[config.mk]
export PLATFORM = sky130hd
export DESIGN_NAME = astra_core
export DESIGN_NICKNAME = d
export VERILOG_FILES = /design/src/rtl/astra_pkg.sv /design/src/rtl/uart_8n1.sv /design/src/rtl/astra_core.sv
export SDC_FILE = /design/constraint.sdc
export NUM_CORES = 2
export LEC_CHECK = 0
export CORE_AREA = 2 2 497 499
export DETAILED_ROUTE_END_ITERATION = 10
export DIE_AREA = 0 0 499 501
export PLACE_DENSITY = 0.57
export SYNTH_ARGS = -nofsm -noshare
export SYNTH_HDL_FRONTEND = slang
export SYNTH_SLANG_ARGS = --single-unit
[constraint.sdc]
create_clock -name clk80 -period 5.6 [get_ports clk80]
set_input_delay 0.84 -clock clk80 [delete_from_list [all_inputs] [get_ports clk80]]
set_output_delay 0.84 -clock clk80 [all_outputs]
set_load 0.005 [all_outputs]
[src/rtl/astra_pkg.sv]
`default_nettype none
// +----------------------------------------------------------------------------
// | Module      : astra_pkg
// | Description : Shared constants and parser state type for the Astra core.
// | Revision    : 1.0
// +----------------------------------------------------------------------------
package astra_pkg;
  localparam logic [7:0] CMD_SYNC  = 8'hA5;
  localparam int         FRAME_LEN = 256;

  typedef enum logic [1:0] {
    IDLE = 2'd0,
    ADDR = 2'd1,
    DATA = 2'd2
  } parser_state_t;
endpackage
`default_nettype wire

[src/rtl/uart_8n1.sv]
`default_nettype none
// +----------------------------------------------------------------------------
// | Module      : uart_8n1
// | Description : 8N1 UART receiver and transmitter; RX is ignored while TX runs.
// | Revision    : 1.0
// +----------------------------------------------------------------------------
module uart_8n1 #(
  parameter int BAUD_DIV = 700
) (
  input  logic       clk80,
  input  logic       rst_n,
  input  logic       rx,
  output logic       tx,
  output logic       rx_valid,
  output logic [7:0] rx_data,
  output logic       rx_ferr,
  input  logic       tx_start,
  input  logic [7:0] tx_data,
  output logic       tx_busy
);
  localparam int            CW         = $clog2(BAUD_DIV);
  localparam logic [CW-1:0] C_BIT_LAST = CW'(BAUD_DIV - 1);
  localparam logic [CW-1:0] C_HALF     = CW'(BAUD_DIV / 2 - 1);

  typedef enum logic [1:0] {RX_IDLE, RX_START, RX_DATA, RX_STOP} rx_state_t;

  rx_state_t     r_rx_state;
  logic          r_rx_s1, r_rx_s2, r_rx_prev;
  logic [CW-1:0] r_rx_cnt;
  logic [2:0]    r_rx_bit;
  logic [7:0]    r_rx_sh;

  logic [8:0]    r_tx_sh;
  logic [3:0]    r_tx_bit;
  logic [CW-1:0] r_tx_cnt;

  // Synchronizers reset to the idle-high level so release never looks like a start edge
  always_ff @(posedge clk80 or negedge rst_n) begin
    if (!rst_n) begin
      r_rx_state <= RX_IDLE;
      r_rx_s1    <= 1'b1;
      r_rx_s2    <= 1'b1;
      r_rx_prev  <= 1'b1;
      r_rx_cnt   <= '0;
      r_rx_bit   <= '0;
      r_rx_sh    <= '0;
      rx_valid   <= 1'b0;
      rx_data    <= '0;
      rx_ferr    <= 1'b0;
    end else begin
      rx_valid  <= 1'b0;
      rx_ferr   <= 1'b0;
      r_rx_s1   <= rx;
      r_rx_s2   <= r_rx_s1;
      r_rx_prev <= r_rx_s2;
      case (r_rx_state)
        RX_IDLE: begin
          if (r_rx_prev && !r_rx_s2 && !tx_busy) begin
            r_rx_state <= RX_START;
            r_rx_cnt   <= '0;
          end
        end
        RX_START: begin
          if (r_rx_cnt == C_HALF) begin
            r_rx_cnt <= '0;
            r_rx_bit <= '0;
            r_rx_state <= r_rx_s2 ? RX_IDLE : RX_DATA;
          end else begin
            r_rx_cnt <= r_rx_cnt + 1'b1;
          end
        end
        RX_DATA: begin
          if (r_rx_cnt == C_BIT_LAST) begin
            r_rx_cnt <= '0;
            r_rx_sh  <= {r_rx_s2, r_rx_sh[7:1]};
            r_rx_bit <= r_rx_bit + 3'd1;
            if (r_rx_bit == 3'd7) r_rx_state <= RX_STOP;
          end else begin
            r_rx_cnt <= r_rx_cnt + 1'b1;
          end
        end
        RX_STOP: begin
          if (r_rx_cnt == C_BIT_LAST) begin
            r_rx_state <= RX_IDLE;
            if (r_rx_s2) begin
              rx_valid <= 1'b1;
              rx_data  <= r_rx_sh;
            end else begin
              rx_ferr  <= 1'b1;
            end
          end else begin
            r_rx_cnt <= r_rx_cnt + 1'b1;
          end
        end
        default: r_rx_state <= RX_IDLE;
      endcase
    end
  end

  // Shift register holds data then the stop bit; start bit is driven on acceptance
  always_ff @(posedge clk80 or negedge rst_n) begin
    if (!rst_n) begin
      tx       <= 1'b1;
      tx_busy  <= 1'b0;
      r_tx_sh  <= '1;
      r_tx_bit <= '0;
      r_tx_cnt <= '0;
    end else if (!tx_busy) begin
      if (tx_start) begin
        tx       <= 1'b0;
        tx_busy  <= 1'b1;
        r_tx_sh  <= {1'b1, tx_data};
        r_tx_bit <= '0;
        r_tx_cnt <= '0;
      end
    end else if (r_tx_cnt == C_BIT_LAST) begin
      r_tx_cnt <= '0;
      if (r_tx_bit == 4'd9) begin
        tx_busy <= 1'b0;
        tx      <= 1'b1;
      end else begin
        tx       <= r_tx_sh[0];
        r_tx_sh  <= {1'b1, r_tx_sh[8:1]};
        r_tx_bit <= r_tx_bit + 4'd1;
      end
    end else begin
      r_tx_cnt <= r_tx_cnt + 1'b1;
    end
  end
endmodule
`default_nettype wire

[src/rtl/astra_core.sv]
`default_nettype none
// +----------------------------------------------------------------------------
// | Module      : astra_core
// | Description : Dual-DAC telemetry frame generator with UART-loadable table.
// | Revision    : 1.0
// +----------------------------------------------------------------------------
module astra_core #(
  parameter int BAUD_DIV = 700,
  parameter int DAC_DIV  = 16
) (
  input  logic clk80,
  input  logic rst_n,
  output logic DAC_MODE,
  output logic DAC1_CLK,
  output logic DAC1_DB0, DAC1_DB1, DAC1_DB2, DAC1_DB3,
  output logic DAC1_DB4, DAC1_DB5, DAC1_DB6, DAC1_DB7,
  output logic DAC2_CLK,
  output logic DAC2_DB0, DAC2_DB1, DAC2_DB2, DAC2_DB3,
  output logic DAC2_DB4, DAC2_DB5, DAC2_DB6, DAC2_DB7,
  output logic SKUT_MBR,
  output logic SKUT_VI,
  input  logic UART0_RX,
  output logic UART0_TX,
  output logic UART0_dTX,
  output logic UART0_dRX
);
  import astra_pkg::*;

  localparam int            DW         = $clog2(DAC_DIV);
  localparam logic [DW-1:0] C_DIV_LAST = DW'(DAC_DIV - 1);
  localparam logic [DW-1:0] C_DIV_HALF = DW'(DAC_DIV / 2);

  logic [DW-1:0] r_div, w_div_next;
  logic [7:0]    r_idx, w_idx_next;
  logic          w_wrap;
  logic [7:0]    r_dac1, r_dac2;
  logic          r_dclk, r_mode, r_mbr, r_vi;
  logic [7:0]    r_ram [FRAME_LEN];

  parser_state_t r_state;
  logic [7:0]    r_addr, r_tx_byte;
  logic          r_tx_req, w_we;
  logic          w_rx_valid, w_rx_ferr, w_tx_busy;
  logic [7:0]    w_rx_data;

  assign w_wrap     = (r_div == C_DIV_LAST);
  assign w_div_next = w_wrap ? '0 : r_div + 1'b1;
  assign w_idx_next = r_idx + 8'd1;
  assign w_we       = w_rx_valid && (r_state == DATA);

  always_ff @(posedge clk80 or negedge rst_n) begin
    if (!rst_n) begin
      r_div  <= '0;
      r_idx  <= 8'hFF;
      r_dac1 <= '0;
      r_dac2 <= '0;
      r_dclk <= 1'b0;
      r_mode <= 1'b0;
      r_mbr  <= 1'b0;
      r_vi   <= 1'b0;
    end else begin
      r_mode <= 1'b1;
      r_div  <= w_div_next;
      r_dclk <= (w_div_next >= C_DIV_HALF);
      if (w_wrap) begin
        r_idx  <= w_idx_next;
        r_dac1 <= r_ram[w_idx_next];
        r_dac2 <= w_idx_next;
        r_mbr  <= (w_idx_next == 8'd0);
        if (w_idx_next == 8'd0) r_vi <= ~r_vi;
      end
    end
  end

  // Same-cycle write and DAC read of one address: the read sees the old word
  always_ff @(posedge clk80) begin
    if (w_we) r_ram[r_addr] <= w_rx_data;
  end

  always_ff @(posedge clk80 or negedge rst_n) begin
    if (!rst_n) begin
      r_state   <= IDLE;
      r_addr    <= '0;
      r_tx_req  <= 1'b0;
      r_tx_byte <= '0;
    end else begin
      r_tx_req <= 1'b0;
      if (w_rx_ferr) begin
        r_state <= IDLE;
      end else if (w_rx_valid) begin
        case (r_state)
          IDLE: if (w_rx_data == CMD_SYNC) r_state <= ADDR;
          ADDR: begin
            r_addr  <= w_rx_data;
            r_state <= DATA;
          end
          DATA: begin
            r_tx_req  <= 1'b1;
            r_tx_byte <= w_rx_data;
            r_state   <= IDLE;
          end
          default: r_state <= IDLE;
        endcase
      end
    end
  end

  uart_8n1 #(.BAUD_DIV(BAUD_DIV)) u_uart (
    .clk80    (clk80),
    .rst_n    (rst_n),
    .rx       (UART0_RX),
    .tx       (UART0_TX),
    .rx_valid (w_rx_valid),
    .rx_data  (w_rx_data),
    .rx_ferr  (w_rx_ferr),
    .tx_start (r_tx_req),
    .tx_data  (r_tx_byte),
    .tx_busy  (w_tx_busy)
  );

  assign UART0_dTX = w_tx_busy;
  assign UART0_dRX = w_tx_busy;
  assign DAC_MODE  = r_mode;
  assign DAC1_CLK  = r_dclk;
  assign DAC2_CLK  = r_dclk;
  assign SKUT_MBR  = r_mbr;
  assign SKUT_VI   = r_vi;
  assign {DAC1_DB7, DAC1_DB6, DAC1_DB5, DAC1_DB4,
          DAC1_DB3, DAC1_DB2, DAC1_DB1, DAC1_DB0} = r_dac1;
  assign {DAC2_DB7, DAC2_DB6, DAC2_DB5, DAC2_DB4,
          DAC2_DB3, DAC2_DB2, DAC2_DB1, DAC2_DB0} = r_dac2;
endmodule
`default_nettype wire

==> key figures <==
Power
  • Leakage: 27.27 nW
  • Pwr dens: ~330 nW/µm²
  • Worst vdd ir: around 0.38 mV

Synthesis
  • Flops & latches, synth: about 2200
  • YS warnings: 0
  • Syn nets: roughly 5000
  • Post-synthesis adder-cell area fraction: less than 1%
  • Post-synthesis xor/xnor area fraction: less than 1%
  • Mux cell area share after synthesis: between 10% and 20%
  • Predominant post-synthesis flop cell: edfxtp_1
  • Post-Synth Simple-Gate Area: a little under 8%
  • Seq/Total Area, Yosys: between 70% and 80%
  • Post-synth EDFFs: ~2000
  • Syn Area/Cell: between 15 and 20 µm²
  • Post-Syn Instances: between 4000 and 5000
  • Yosys cell types: 71
  • Main combinational cell family by area after synthesis: multiplexers
  • Compound-Gate Fraction of Synth Area: about 3.4%
  • Ys async rst share: between 5 and 6%
  • Syn Std Cell Area: around 85000 µm²

Timing
  • Min cycle time layout: around 4.7 ns
  • Max Fclk: ~210 MHz
  • Worst setup slack after layout: 0.8758 ns
  • Max transition margin: roughly 9.2%
  • Slew @ Worst Pin: 1.361 ns
  • Final setup TNS: 0 ns
  • Max-slew violations: 0
  • RSZ-0062 raised after global routing: false
  • Final setup vio count: 0
  • Final hold violation count: 0
  • Final clock skew: 0.05659 ns
  • Period utilization: 84.36%

Worst setup path
  • WP buf/inv: 2
  • Worst EP arrival: ~5.5 ns
  • CP max-delay cell: dfstp_4
  • CP peak stage delay: ~0.9 ns
  • Crit path kind: flop to flop
  • Setup crit start kind: flop
  • Crit path max fanout: 38
  • CP endpoint kind: flop
  • Crit path required time: between 6 and 7 ns
  • Cell mode on critical path: buf_12
  • Crit path cell chain: ha_4 > xor2_4 > buf_12 > buf_12 > mux4_2 > nor2_1 > a221oi_1 > a21oi_1 > or4_1 > a31oi_1 > nand4_1 > o211ai_2
  • Top cell family by delay on the critical path: compound AO/OA/AOI/OAI gates

Detailed routing
  • Vias per cell: between 5 and 6
  • Number of DRC markers in iteration 0: about 5700
  • Per-cell routed wire length: roughly 28 µm
  • Drt pass-1 iters: 6
  • # DRC: 0
  • DR vias: approximately 47000
  • Final antenna-violating net count: 0
  • Total Wirelength: 238.2 mm

CTS
  • Post-CTS Setup Inserts: 0
  • Total CTS buffers: approximately 220
  • Worst skew pair latency: slightly below 0.9 ns
  • Post-CTS sizing: 0
  • Hold-fix buffers, CTS: 0
  • Clk slew on worst S/H paths: around 0.06 ns
  • H-tree levels: 4
  • Cell at the root of the clock tree: clkbuf_16
  • TritonCTS clock tree: built
  • Clock sink count: 2159
  • CTS max path bufs: 3

Die
  • Die area: ~250000 µm²
  • Rows: around 180
  • Die height: 501 µm
  • Core area: 244800 µm²
  • Initial core utilization: between 30% and 40%
  • IO Count: 27
  • Die width: around 500 µm

Global route
  • Largest net degree at the start of global routing: ~220
  • First-pass GRT wire length: between 300 and 400 mm
  • Initial antenna violation count: 4
  • Global-route usage over all layers: 18.79%
  • Via count of the first global-routing pass: between 40000 and 50000
  • Grt ovf: 0

Place
  • Port bufs: 26
  • Dpl ws: 0.9538 ns
  • Final GP Congestion: around 0.85
  • Final HPWL DP: about 140 mm

Finish
  • Layout Area Growth over Synthesis: 13.28%
  • Final #Nets: 5100
  • Share of layout cells above drive strength 1: between 10% and 20%

Outcome
  • Status: complete, no violations

Worst hold path
  • Hold crit path type: input port to asynchronous set/reset pin

Flow run
  • Max cap viols: 0
## through the flow
stage                     hold slack [ns]  instances  area [µm²]  power (mW)  util (%)
final                             0.08448       8501       96680       32.10     39.50
after floorplan                    0.3452       4992       85350       17.88         -
after CTS                         0.09345       8496       96670       32.30     39.49
after detailed placement           0.3496       8083       89530       17.93     36.58
after global routing               0.1356       8497       96670       32.95     39.49
after global placement             0.3503       8083       89530       17.93     36.58
## path summary, 6_finish.rpt
path,slack (ns),start,end,cells after the start
max,0.88,r_idx[0],r_dac1[3],12
min,0.08,rst_n,u_uart.r_rx_cnt[1],1
max reg2reg,0.88,r_idx[0],r_dac1[3],12
min reg2reg,0.36,u_uart.r_rx_s1,u_uart.r_rx_s2,0
max in group asynchronous,4.35,rst_n,r_idx[7],2
min in group clk80,0.36,u_uart.r_rx_s1,u_uart.r_rx_s2,0
## cells in the final DEF, fill, tap and decap left out, types with 17 or more instances in the layout
| cell | count |
|---|---|
| a32oi_1 | 86 |
| nand2_1 | 795 |
| clkbuf_16 | 218 |
| a21oi_1 | 30 |
| a31oi_1 | 52 |
| clkinv_2 | 37 |
| clkbuf_1 | 60 |
| nand4_1 | 69 |
| o2111ai_1 | 28 |
| nand3_1 | 259 |
| edfxtp_1 | 2048 |
| o21ai_0 | 96 |
| mux2_2 | 25 |
| dfstp_2 | 19 |
| and3_1 | 22 |
| clkinv_1 | 40 |
| clkdlybuf4s50_1 | 25 |
| dfrtp_1 | 83 |
| a221oi_1 | 21 |
| a311oi_1 | 17 |
| nor2_1 | 322 |
| mux2i_1 | 156 |
| buf_12 | 34 |
| buf_4 | 124 |
| nor3_1 | 21 |
| mux4_2 | 324 |
## power by group
part	total, mW	leakage [nW]	switching (mW)	internal (mW)
sequential	17.4	15.5	0.0161	17.4
combinational	0.154	8.33	0.103	0.0508
clock	14.5	3.44	6.38	8.13
## flip-flops by register name, summed over array words and instances, names as in the netlist, 4 cells and up, named ones only
register         cells
r_addr               8
r_dac1               8
r_dac2               8
r_div                4
r_idx                8
r_ram             2048
r_tx_byte            8
u_uart.r_rx_cnt     10
u_uart.r_rx_sh       8
u_uart.r_tx_bit      4
u_uart.r_tx_cnt     10
u_uart.r_tx_sh       8
u_uart.rx_data       8
## final cells by class
class	instances	area, µm²
tap	3220	4029
clock buffer	289	5832
timing repair buffer	184	1873
multi-input combinational	2510	19260
antenna	4	10.01
clock inverter	124	1299
sequential	2159	64340
fill	22030	148100
inverter	11	43.79
## cell usage after synthesis (5+ instances only)
cell type,count,share of area [%]
clkbuf_1,92,0.40
and3_1,22,0.16
nand2_1,795,3.5
nand4_1,69,0.51
nor3_1,21,0.12
a32oi_1,86,0.88
buf_1,15,0.066
a31oi_1,52,0.38
o21ai_0,98,0.57
nand3b_1,10,0.088
mux2_2,25,0.33
dfrtp_1,91,2.7
buf_2,91,0.53
a22oi_1,13,0.11
o2111ai_1,28,0.29
nand2b_1,12,0.088
dfstp_2,20,0.62
a221oi_1,21,0.22
buf_6,32,0.42
o41ai_1,5,0.051
mux4_2,324,8.5
o211ai_1,11,0.097
nand3_1,260,1.5
mux2i_1,156,1.8
nor2b_1,16,0.12
inv_1,9,0.040
xor2_1,10,0.10
o221a_2,7,0.092
ha_1,13,0.19
nor2_1,325,1.4
a311oi_1,17,0.17
edfxtp_1,2048,72
buf_4,78,0.69
xnor2_1,10,0.10
a21oi_1,30,0.18
o22ai_1,13,0.095
## worst register-to-register path, delay by kind of cell (launching register included)
family                   cells  cell delay, ns
XOR/XNOR                     1            0.53
flip-flops                   1            0.90
AND/OR/NAND/NOR              3            0.90
adder cells (fa/ha/maj)      1            0.34
multiplexers                 1            0.32
AO/OA/AOI/OAI                4            1.00
buffers and inverters        2            0.64
## cells by family (layout without fill, tap and decap cells)
group,count (synthesis),count (layout)
AO/OA/AOI/OAI,412,412
XOR/XNOR,24,24
adder cells (fa/ha/maj),13,13
multiplexers,505,505
AND/OR/NAND/NOR,1555,1555
other,1,5
buffers and inverters,323,608
flip-flops,2159,2159
## routing by layer
metal	routed length (µm)	share of wire [%]	GRT usage (%)	vias up
li1	-	-	-	19770
met1	100200	42	25.90	24690
met2	112600	47	30.05	1993
met3	18080	7.6	3.677	382
met4	7280	3.1	5.912	6
met5	41	0.017	0	-
Power figures use the tool's default switching activity.
